--- src/rtl/mem_arb_pkg.sv ---
// Shared helpers for the memory port arbiter.
// Width functions used by the arbiter top and its ID FIFO.
package mem_arb_pkg;

  function automatic int id_w(input int n);
    return (n > 1) ? $clog2(n) : 1;
  endfunction

  function automatic int cnt_w(input int depth);
    return $clog2(depth + 1);
  endfunction

  function automatic int ptr_w(input int depth);
    return (depth > 1) ? $clog2(depth) : 1;
  endfunction

endpackage

--- src/rtl/mem_port_arbiter_if.sv ---
// Requester-side and memory-side signals of the memory port arbiter.
// The arbiter takes the slave view; the surrounding fabric takes master.
interface mem_port_arbiter_if #(
  parameter int N_REQ      = 2,
  parameter int ADDR_WIDTH = 10,
  parameter int DATA_WIDTH = 32,
  parameter int BE_WIDTH   = DATA_WIDTH / 8
);
  logic [N_REQ-1:0]            req_i;
  logic [N_REQ*ADDR_WIDTH-1:0] add_i;
  logic [N_REQ-1:0]            wen_i;
  logic [N_REQ*DATA_WIDTH-1:0] wdata_i;
  logic [N_REQ*BE_WIDTH-1:0]   be_i;
  logic [N_REQ-1:0]            gnt_o;
  logic [N_REQ-1:0]            r_valid_o;
  logic [DATA_WIDTH-1:0]       r_rdata_o;
  logic                        mem_req_o;
  logic [ADDR_WIDTH-1:0]       mem_add_o;
  logic                        mem_wen_o;
  logic [DATA_WIDTH-1:0]       mem_wdata_o;
  logic [BE_WIDTH-1:0]         mem_be_o;
  logic                        mem_gnt_i;
  logic                        mem_r_valid_i;
  logic [DATA_WIDTH-1:0]       mem_r_rdata_i;
  logic                        err_o;

  modport slave (
    input  req_i, add_i, wen_i, wdata_i, be_i,
    input  mem_gnt_i, mem_r_valid_i, mem_r_rdata_i,
    output gnt_o, r_valid_o, r_rdata_o,
    output mem_req_o, mem_add_o, mem_wen_o,
    output mem_wdata_o, mem_be_o, err_o
  );

  modport master (
    output req_i, add_i, wen_i, wdata_i, be_i,
    output mem_gnt_i, mem_r_valid_i, mem_r_rdata_i,
    input  gnt_o, r_valid_o, r_rdata_o,
    input  mem_req_o, mem_add_o, mem_wen_o,
    input  mem_wdata_o, mem_be_o, err_o
  );
endinterface

--- src/rtl/mem_arb_id_fifo.sv ---
// In-order FIFO of requester IDs for granted, unanswered requests.
// Caller never pushes when full nor pops when empty.
module mem_arb_id_fifo
  import mem_arb_pkg::*;
#(
  parameter int DEPTH = 4,
  parameter int WIDTH = 1,
  parameter int CW    = cnt_w(DEPTH)
) (
  input  logic             clk,
  input  logic             reset,
  input  logic             push,
  input  logic             pop,
  input  logic [WIDTH-1:0] din,
  output logic [WIDTH-1:0] dout,
  output logic             full,
  output logic             empty,
  output logic [CW-1:0]    count
);
  localparam int PW = ptr_w(DEPTH);

  logic [WIDTH-1:0] mem [DEPTH];
  logic [PW-1:0]    wr_ptr;
  logic [PW-1:0]    rd_ptr;

  function automatic logic [PW-1:0] inc(input logic [PW-1:0] p);
    return (p == PW'(DEPTH - 1)) ? '0 : p + 1'b1;
  endfunction

  always_ff @(posedge clk or posedge reset) begin
    if (reset) begin
      wr_ptr <= '0;
      rd_ptr <= '0;
      count  <= '0;
    end else begin
      if (push) wr_ptr <= inc(wr_ptr);
      if (pop)  rd_ptr <= inc(rd_ptr);
      if (push && !pop)
        count <= count + 1'b1;
      else if (pop && !push)
        count <= count - 1'b1;
    end
  end

  always_ff @(posedge clk) begin
    if (push) mem[wr_ptr] <= din;
  end

  assign dout  = mem[rd_ptr];
  assign full  = (count == CW'(DEPTH));
  assign empty = (count == '0);
endmodule

--- src/rtl/mem_port_arbiter.sv ---
// Round-robin sharing of one req/gnt/r_valid memory port between
// N_REQ requesters, with in-order response steering via an ID FIFO.
module mem_port_arbiter
  import mem_arb_pkg::*;
#(
  parameter int N_REQ           = 2,
  parameter int ADDR_WIDTH      = 10,
  parameter int DATA_WIDTH      = 32,
  parameter int MAX_OUTSTANDING = 4
) (
  input logic clk,
  input logic reset,
  mem_port_arbiter_if.slave bus
);
  localparam int BE_WIDTH = DATA_WIDTH / 8;
  localparam int IW       = id_w(N_REQ);
  localparam int CW       = cnt_w(MAX_OUTSTANDING);

  typedef struct packed {
    logic [ADDR_WIDTH-1:0] add;
    logic                  wen;
    logic [DATA_WIDTH-1:0] wdata;
    logic [BE_WIDTH-1:0]   be;
  } mem_req_t;

  mem_req_t reqs [N_REQ];

  for (genvar k = 0; k < N_REQ; k++) begin : g_unpack
    assign reqs[k].add   = bus.add_i[k*ADDR_WIDTH +: ADDR_WIDTH];
    assign reqs[k].wen   = bus.wen_i[k];
    assign reqs[k].wdata = bus.wdata_i[k*DATA_WIDTH +: DATA_WIDTH];
    assign reqs[k].be    = bus.be_i[k*BE_WIDTH +: BE_WIDTH];
  end

  logic [IW-1:0]      rr_ptr;
  logic [IW-1:0]      win;
  logic [IW-1:0]      sel;
  logic [IW-1:0]      head;
  logic [2*N_REQ-1:0] dbl;
  logic [N_REQ-1:0]   rot;
  logic [CW-1:0]      count;
  logic               any;
  logic               full;
  logic               empty;
  logic               mem_req;
  logic               hs;
  logic               pop;
  logic               err;
  int                 pos;

  // Rotate requests so that rr_ptr lands at bit 0, then pick lowest.
  always_comb begin
    dbl = {bus.req_i, bus.req_i} >> rr_ptr;
    rot = dbl[N_REQ-1:0];
    win = '0;
    any = 1'b0;
    pos = 0;
    for (int i = N_REQ - 1; i >= 0; i--) begin
      if (rot[i]) begin
        pos = int'(rr_ptr) + i;
        if (pos >= N_REQ) pos = pos - N_REQ;
        win = IW'(pos);
        any = 1'b1;
      end
    end
  end

  assign mem_req = any & ~full & ~reset;
  assign hs      = mem_req & bus.mem_gnt_i;
  assign pop     = bus.mem_r_valid_i & ~empty & ~reset;
  assign sel     = mem_req ? win : '0;

  assign bus.mem_req_o   = mem_req;
  assign bus.mem_add_o   = reqs[sel].add;
  assign bus.mem_wen_o   = reqs[sel].wen;
  assign bus.mem_wdata_o = reqs[sel].wdata;
  assign bus.mem_be_o    = reqs[sel].be;
  assign bus.r_rdata_o   = bus.mem_r_rdata_i;
  assign bus.err_o       = err;

  always_comb begin
    bus.gnt_o = '0;
    if (hs) bus.gnt_o[win] = 1'b1;
  end

  always_comb begin
    bus.r_valid_o = '0;
    if (pop) bus.r_valid_o[head] = 1'b1;
  end

  always_ff @(posedge clk or posedge reset) begin
    if (reset)
      rr_ptr <= '0;
    else if (hs)
      rr_ptr <= (win == IW'(N_REQ - 1)) ? '0 : win + 1'b1;
  end

  always_ff @(posedge clk or posedge reset) begin
    if (reset)
      err <= 1'b0;
    else if (bus.mem_r_valid_i && empty)
      err <= 1'b1;
  end

  mem_arb_id_fifo #(
    .DEPTH (MAX_OUTSTANDING),
    .WIDTH (IW)
  ) u_id_fifo (
    .clk   (clk),
    .reset (reset),
    .push  (hs),
    .pop   (pop),
    .din   (win),
    .dout  (head),
    .full  (full),
    .empty (empty),
    .count (count)
  );

  logic unused;
  assign unused = ^count;
endmodule

--- src/flat_wrapper.sv ---
// flat-port wrapper written by rule: the top's interface ports become plain ports
module mem_port_arbiter_flat import mem_arb_pkg::*;
#(
  parameter int N_REQ           = 2,
  parameter int ADDR_WIDTH      = 10,
  parameter int DATA_WIDTH      = 32,
  parameter int MAX_OUTSTANDING = 4
)
  (clk, reset, bus_req_i, bus_add_i, bus_wen_i, bus_wdata_i, bus_be_i, bus_mem_gnt_i, bus_mem_r_valid_i, bus_mem_r_rdata_i, bus_gnt_o, bus_r_valid_o, bus_r_rdata_o, bus_mem_req_o, bus_mem_add_o, bus_mem_wen_o, bus_mem_wdata_o, bus_mem_be_o, bus_err_o);
  mem_port_arbiter_if #(.N_REQ(N_REQ), .ADDR_WIDTH(ADDR_WIDTH), .DATA_WIDTH(DATA_WIDTH)) bus_i ();
  input logic clk;
  input logic reset;
  input wire logic [$bits(bus_i.req_i)-1:0] bus_req_i;
  input wire logic [$bits(bus_i.add_i)-1:0] bus_add_i;
  input wire logic [$bits(bus_i.wen_i)-1:0] bus_wen_i;
  input wire logic [$bits(bus_i.wdata_i)-1:0] bus_wdata_i;
  input wire logic [$bits(bus_i.be_i)-1:0] bus_be_i;
  input wire logic [$bits(bus_i.mem_gnt_i)-1:0] bus_mem_gnt_i;
  input wire logic [$bits(bus_i.mem_r_valid_i)-1:0] bus_mem_r_valid_i;
  input wire logic [$bits(bus_i.mem_r_rdata_i)-1:0] bus_mem_r_rdata_i;
  output wire logic [$bits(bus_i.gnt_o)-1:0] bus_gnt_o;
  output wire logic [$bits(bus_i.r_valid_o)-1:0] bus_r_valid_o;
  output wire logic [$bits(bus_i.r_rdata_o)-1:0] bus_r_rdata_o;
  output wire logic [$bits(bus_i.mem_req_o)-1:0] bus_mem_req_o;
  output wire logic [$bits(bus_i.mem_add_o)-1:0] bus_mem_add_o;
  output wire logic [$bits(bus_i.mem_wen_o)-1:0] bus_mem_wen_o;
  output wire logic [$bits(bus_i.mem_wdata_o)-1:0] bus_mem_wdata_o;
  output wire logic [$bits(bus_i.mem_be_o)-1:0] bus_mem_be_o;
  output wire logic [$bits(bus_i.err_o)-1:0] bus_err_o;
  assign bus_i.req_i = bus_req_i;
  assign bus_i.add_i = bus_add_i;
  assign bus_i.wen_i = bus_wen_i;
  assign bus_i.wdata_i = bus_wdata_i;
  assign bus_i.be_i = bus_be_i;
  assign bus_i.mem_gnt_i = bus_mem_gnt_i;
  assign bus_i.mem_r_valid_i = bus_mem_r_valid_i;
  assign bus_i.mem_r_rdata_i = bus_mem_r_rdata_i;
  assign bus_gnt_o = bus_i.gnt_o;
  assign bus_r_valid_o = bus_i.r_valid_o;
  assign bus_r_rdata_o = bus_i.r_rdata_o;
  assign bus_mem_req_o = bus_i.mem_req_o;
  assign bus_mem_add_o = bus_i.mem_add_o;
  assign bus_mem_wen_o = bus_i.mem_wen_o;
  assign bus_mem_wdata_o = bus_i.mem_wdata_o;
  assign bus_mem_be_o = bus_i.mem_be_o;
  assign bus_err_o = bus_i.err_o;
  mem_port_arbiter #(.N_REQ(N_REQ), .ADDR_WIDTH(ADDR_WIDTH), .DATA_WIDTH(DATA_WIDTH), .MAX_OUTSTANDING(MAX_OUTSTANDING)) u_core (.clk(clk), .reset(reset), .bus(bus_i));
endmodule
--- config.mk ---
export PLATFORM = sky130hd
export DESIGN_NAME = mem_port_arbiter_flat
export DESIGN_NICKNAME = d
export VERILOG_FILES = /design/src/rtl/mem_arb_pkg.sv /design/src/rtl/mem_port_arbiter_if.sv /design/src/rtl/mem_arb_id_fifo.sv /design/src/rtl/mem_port_arbiter.sv /design/src/flat_wrapper.sv
export SDC_FILE = /design/constraint.sdc
export NUM_CORES = 1
export LEC_CHECK = 0
export CAP_MARGIN = 10
export CORE_MARGIN = 8
export CORE_UTILIZATION = 26
export CTS_CLUSTER_SIZE = 20
export DETAILED_ROUTE_END_ITERATION = 7
export GPL_TIMING_DRIVEN = 0
export MAX_ROUTING_LAYER = met4
export PLACE_DENSITY = 0.92
export SLEW_MARGIN = 20
export SYNTH_ARGS = -nofsm -noshare
export SYNTH_HDL_FRONTEND = slang
export SYNTH_SLANG_ARGS = --single-unit
export TNS_END_PERCENT = 1
--- constraint.sdc ---
create_clock -name clk -period 3.15 [get_ports clk]
set_clock_uncertainty 0.1 [all_clocks]
set_input_delay 0.945 -clock clk [delete_from_list [all_inputs] [get_ports clk]]
set_output_delay 0.945 -clock clk [all_outputs]
set_load 0.05 [all_outputs]
==> results.cfg <==
[power]
power.switching_fraction_pct = 44.45
clkPwrFrac_pct = 7.5
powerDensity_nw_per_um2 = 470.3
irDropWorstVdd_mv = 0.4144
post-layout-total-power_uw = 1903
power.combinational.fraction_pct = 76.2
intPower_uw = 1057
power.share.sequential_pct = 16.3
total_leakage_power_uw = 0.001823
power.switching_uw = 846.0

[run_status]
failed_checks = negative setup slack
status = complete, but fails checks

[setup_path]
worst_ep_arrival_time_ns = 2.27
worst-path-max-fanout = 5
path_class = primary input to output port
path_common_cell = sky130_fd_sc_hd__buf_8
setup.worst_path.start_class = primary input
r2r_slack_ns = 0.79
worstSetupEndpointType = output port
critPathSlowestCell = sky130_fd_sc_hd__mux2_4
worstPathCellList = buf_12, nor4bb_4, buf_4, buf_8, buf_6, buf_16, mux2_4, buf_8
required_ns = 2.10
worst_path_largest_cell_delay_ns = 0.31

[grt]
grt_antenna_before_repair = 0
grt_overflow = 0
first_global_vias = 1963
grt_pass1_wl_um = 11440
grt_util_all_layers_pct = 16.97
grt_max_degree = 11

[synth]
yosysWarnings = 0
yosysUniqueCellTypes = 25
synth_area_um2 = 1677
syn-num-nets = 280
synthTopCellsByArea = sky130_fd_sc_hd__mux2_4 27%, sky130_fd_sc_hd__buf_4 14%, sky130_fd_sc_hd__dfrtp_1 13%
async_flop_share_pct = 69.23
synth_top_area_share_pct = 26.87
postSynthAreaPerCell_um2 = 11.89
yosys.cell_count.top_type = sky130_fd_sc_hd__buf_4
ys_ff_latch = 13
synth_top_flop_cell = sky130_fd_sc_hd__dfrtp_1
synth_edf_count = 4
post_synthesis_sequential_area_ratio_pct = 20.60
synth_top_area_cell = sky130_fd_sc_hd__mux2_4
synth_common_cells = 32 x sky130_fd_sc_hd__buf_4, 30 x sky130_fd_sc_hd__mux2_4, 14 x sky130_fd_sc_hd__mux2_2
synthesized_instance_count = 141

[floorplan]
area_of_the_die_um2 = 9274
chipWidth_um = 96.30
ioPinCount = 217
rows = 29
die_ht_um = 96.30
floorplan.core_area_um2 = 6277
start_util_pct = 26.71

[sta]
timing.final.setup_violations = 47
worst_slew_pin_slew_ns = 0.5519
timing.fmax_mhz = 302.1
worst_slack_ns = -0.1600
finalHoldWorstSlack_ns = 0.3651
finalWorstPathRequiredPeriod_ns = 3.310
layout_worst_path_cycle_share_pct = 105.1
final-max-slew-violation-count = 0
final-hold-violation-count = 0
post_route_setup_tns_ns = -5.770
slew_headroom_pct = 63.09
unrepaired_setup_endpoints_after_global_routing = yes

[run]
drv_cap = 0

[routing]
antenna_left = 0
dr.pass1.iters = 3
drt_iter0_markers = 13
routed-via-count = 1785
drt_drc_violations_left = 0
via_per_inst = 4.210
wire_per_inst_um = 20.19
detailed_route_wire_length_um = 8562

[place]
dpl_cell_area_um2 = 3615
place_hpwl_um = 7432
port_buffers = 184
gpl.final_weighted_congestion = 0.7962

[clock_network]
clkLatencyLatePin_ns = 0.24
root_buffer = sky130_fd_sc_hd__clkbuf_8
tritoncts_num_sinks = 13
clock_tree.htree_level_count = 1
cts_tree = built
max_clock_buf_depth = 2
hold_fix_buffer_count_after_cts = 0
worst_setup_hold_path_clk_slew_ns = 0.05
cts_made_buffers = 3

[final_layout]
net_count_reported_at_finish = 487
layout.cell_area.non_filler_um2 = 4048
n_antenna_cell = 0
drive_gt1_share_pct = 49.57
area_growth_pct = 141.4

[hold_path]
worst_hold_path_type = register to register
repair_timing:
item	4_1_cts	5_1_grt
endpoints found under the setup margin	54	49
gates cloned	4	0
gates resized for setup	400	16
hold endpoints to repair	0	0
pin swaps	2	1
setup buffers	16	0
final timing paths:
check | start | to | cells past startpoint
setup / recovery | reset | bus_mem_wdata_o[19] | 8
hold / removal | u_core.bus.err_o | u_core.bus.err_o | 1
setup reg to reg | u_core.u_id_fifo.count[2] | u_core.u_id_fifo.count[2] | 9
hold reg to reg | u_core.bus.err_o | u_core.bus.err_o | 1
max in group asynchronous | reset | u_core.u_id_fifo.wr_ptr[1] | 3
min in group asynchronous | reset | u_core.bus.err_o | 3
layout make-up:
type | instances | area [um^2]
plain buffers | 37 | 330.3
flip-flops and latches | 13 | 345.3
multi-input cells | 85 | 1062
clock buffers | 4 | 45.04
inverters | 6 | 22.52
well taps | 77 | 96.34
fillers | 469 | 2230
repair buffers | 202 | 2146
through the flow:
stage / setup slack, ns / std cells / utilization [%]
2_1_floorplan: -0.01663 / 141 / -
3_3_place_gp: -1.220 / 402 / 57.58
3_5_place_dp: -1.259 / 402 / 57.58
4_1_cts: -0.1609 / 424 / 63.78
5_1_grt: -0.2090 / 424 / 64.48
6_report: -0.1600 / 424 / 64.48
registers in the layout (all words and copies together) (netlist names):
register                 flops
u_core.u_id_fifo.rd_ptr      2
u_core.u_id_fifo.mem         4
u_core.u_id_fifo.wr_ptr      2
u_core.u_id_fifo.count       3
u_core.bus.err_o             1
u_core.rr_ptr                1
worst max-delay path, delay by kind of cell:
kind          cells  cell delay [ns]
simple gates      1             0.24
buf+inv           6             0.76
mux               1             0.31
cells in the final DEF, fill, tap and decap left out, types with 3 or more instances in the layout:
cell type,count
sky130_fd_sc_hd__mux2_2,16
sky130_fd_sc_hd__buf_8,9
sky130_fd_sc_hd__buf_6,49
sky130_fd_sc_hd__inv_1,5
sky130_fd_sc_hd__mux2_4,36
sky130_fd_sc_hd__clkbuf_8,3
sky130_fd_sc_hd__buf_12,4
sky130_fd_sc_hd__and2_1,6
sky130_fd_sc_hd__clkdlybuf4s50_1,128
sky130_fd_sc_hd__ha_1,6
sky130_fd_sc_hd__buf_4,43
sky130_fd_sc_hd__dfrtp_1,9
sky130_fd_sc_hd__buf_16,3
sky130_fd_sc_hd__nor2_1,4
sky130_fd_sc_hd__edfxtp_1,4
routing by layer:
| layer | GRT usage [%] | part of all wire (%) | vias to the layer above |
|---|---|---|---|
| met5 | - | 0 | - |
| met4 | 2.522 | 0.83 | 0 |
| met3 | 3.432 | 8.5 | 6 |
| met2 | 34.05 | 57 | 81 |
| met1 | 16.39 | 34 | 831 |
| li1 | - | - | 867 |
cell families (layout without fill, tap and decap cells):
kind of cell / Yosys count / in the layout / share of synthesized area [%]
AO/OA/AOI/OAI: 1 / 1 / 0.4479
XOR/XNOR: 3 / 3 / 1.567
adder cells (fa/ha/maj): 7 / 7 / 5.672
AND/OR/NAND/NOR: 20 / 20 / 9.404
buffers and inverters: 43 / 249 / 18.66
flip-flops: 13 / 13 / 20.60
multiplexers: 54 / 54 / 43.66
power by group through the flow:
| stage | combinational (uW) | clock, uW | sequential, uW |
|---|---|---|---|
| CTS | 1440 | 150 | 309 |
| detailed placement | 1260 | 0 | 312 |
| floorplan | 839 | 0 | 318 |
| global route | 1520 | 157 | 322 |
| finish | 1450 | 144 | 309 |
| global placement | 1230 | 0 | 307 |
(Power assumes the default switching activity.)
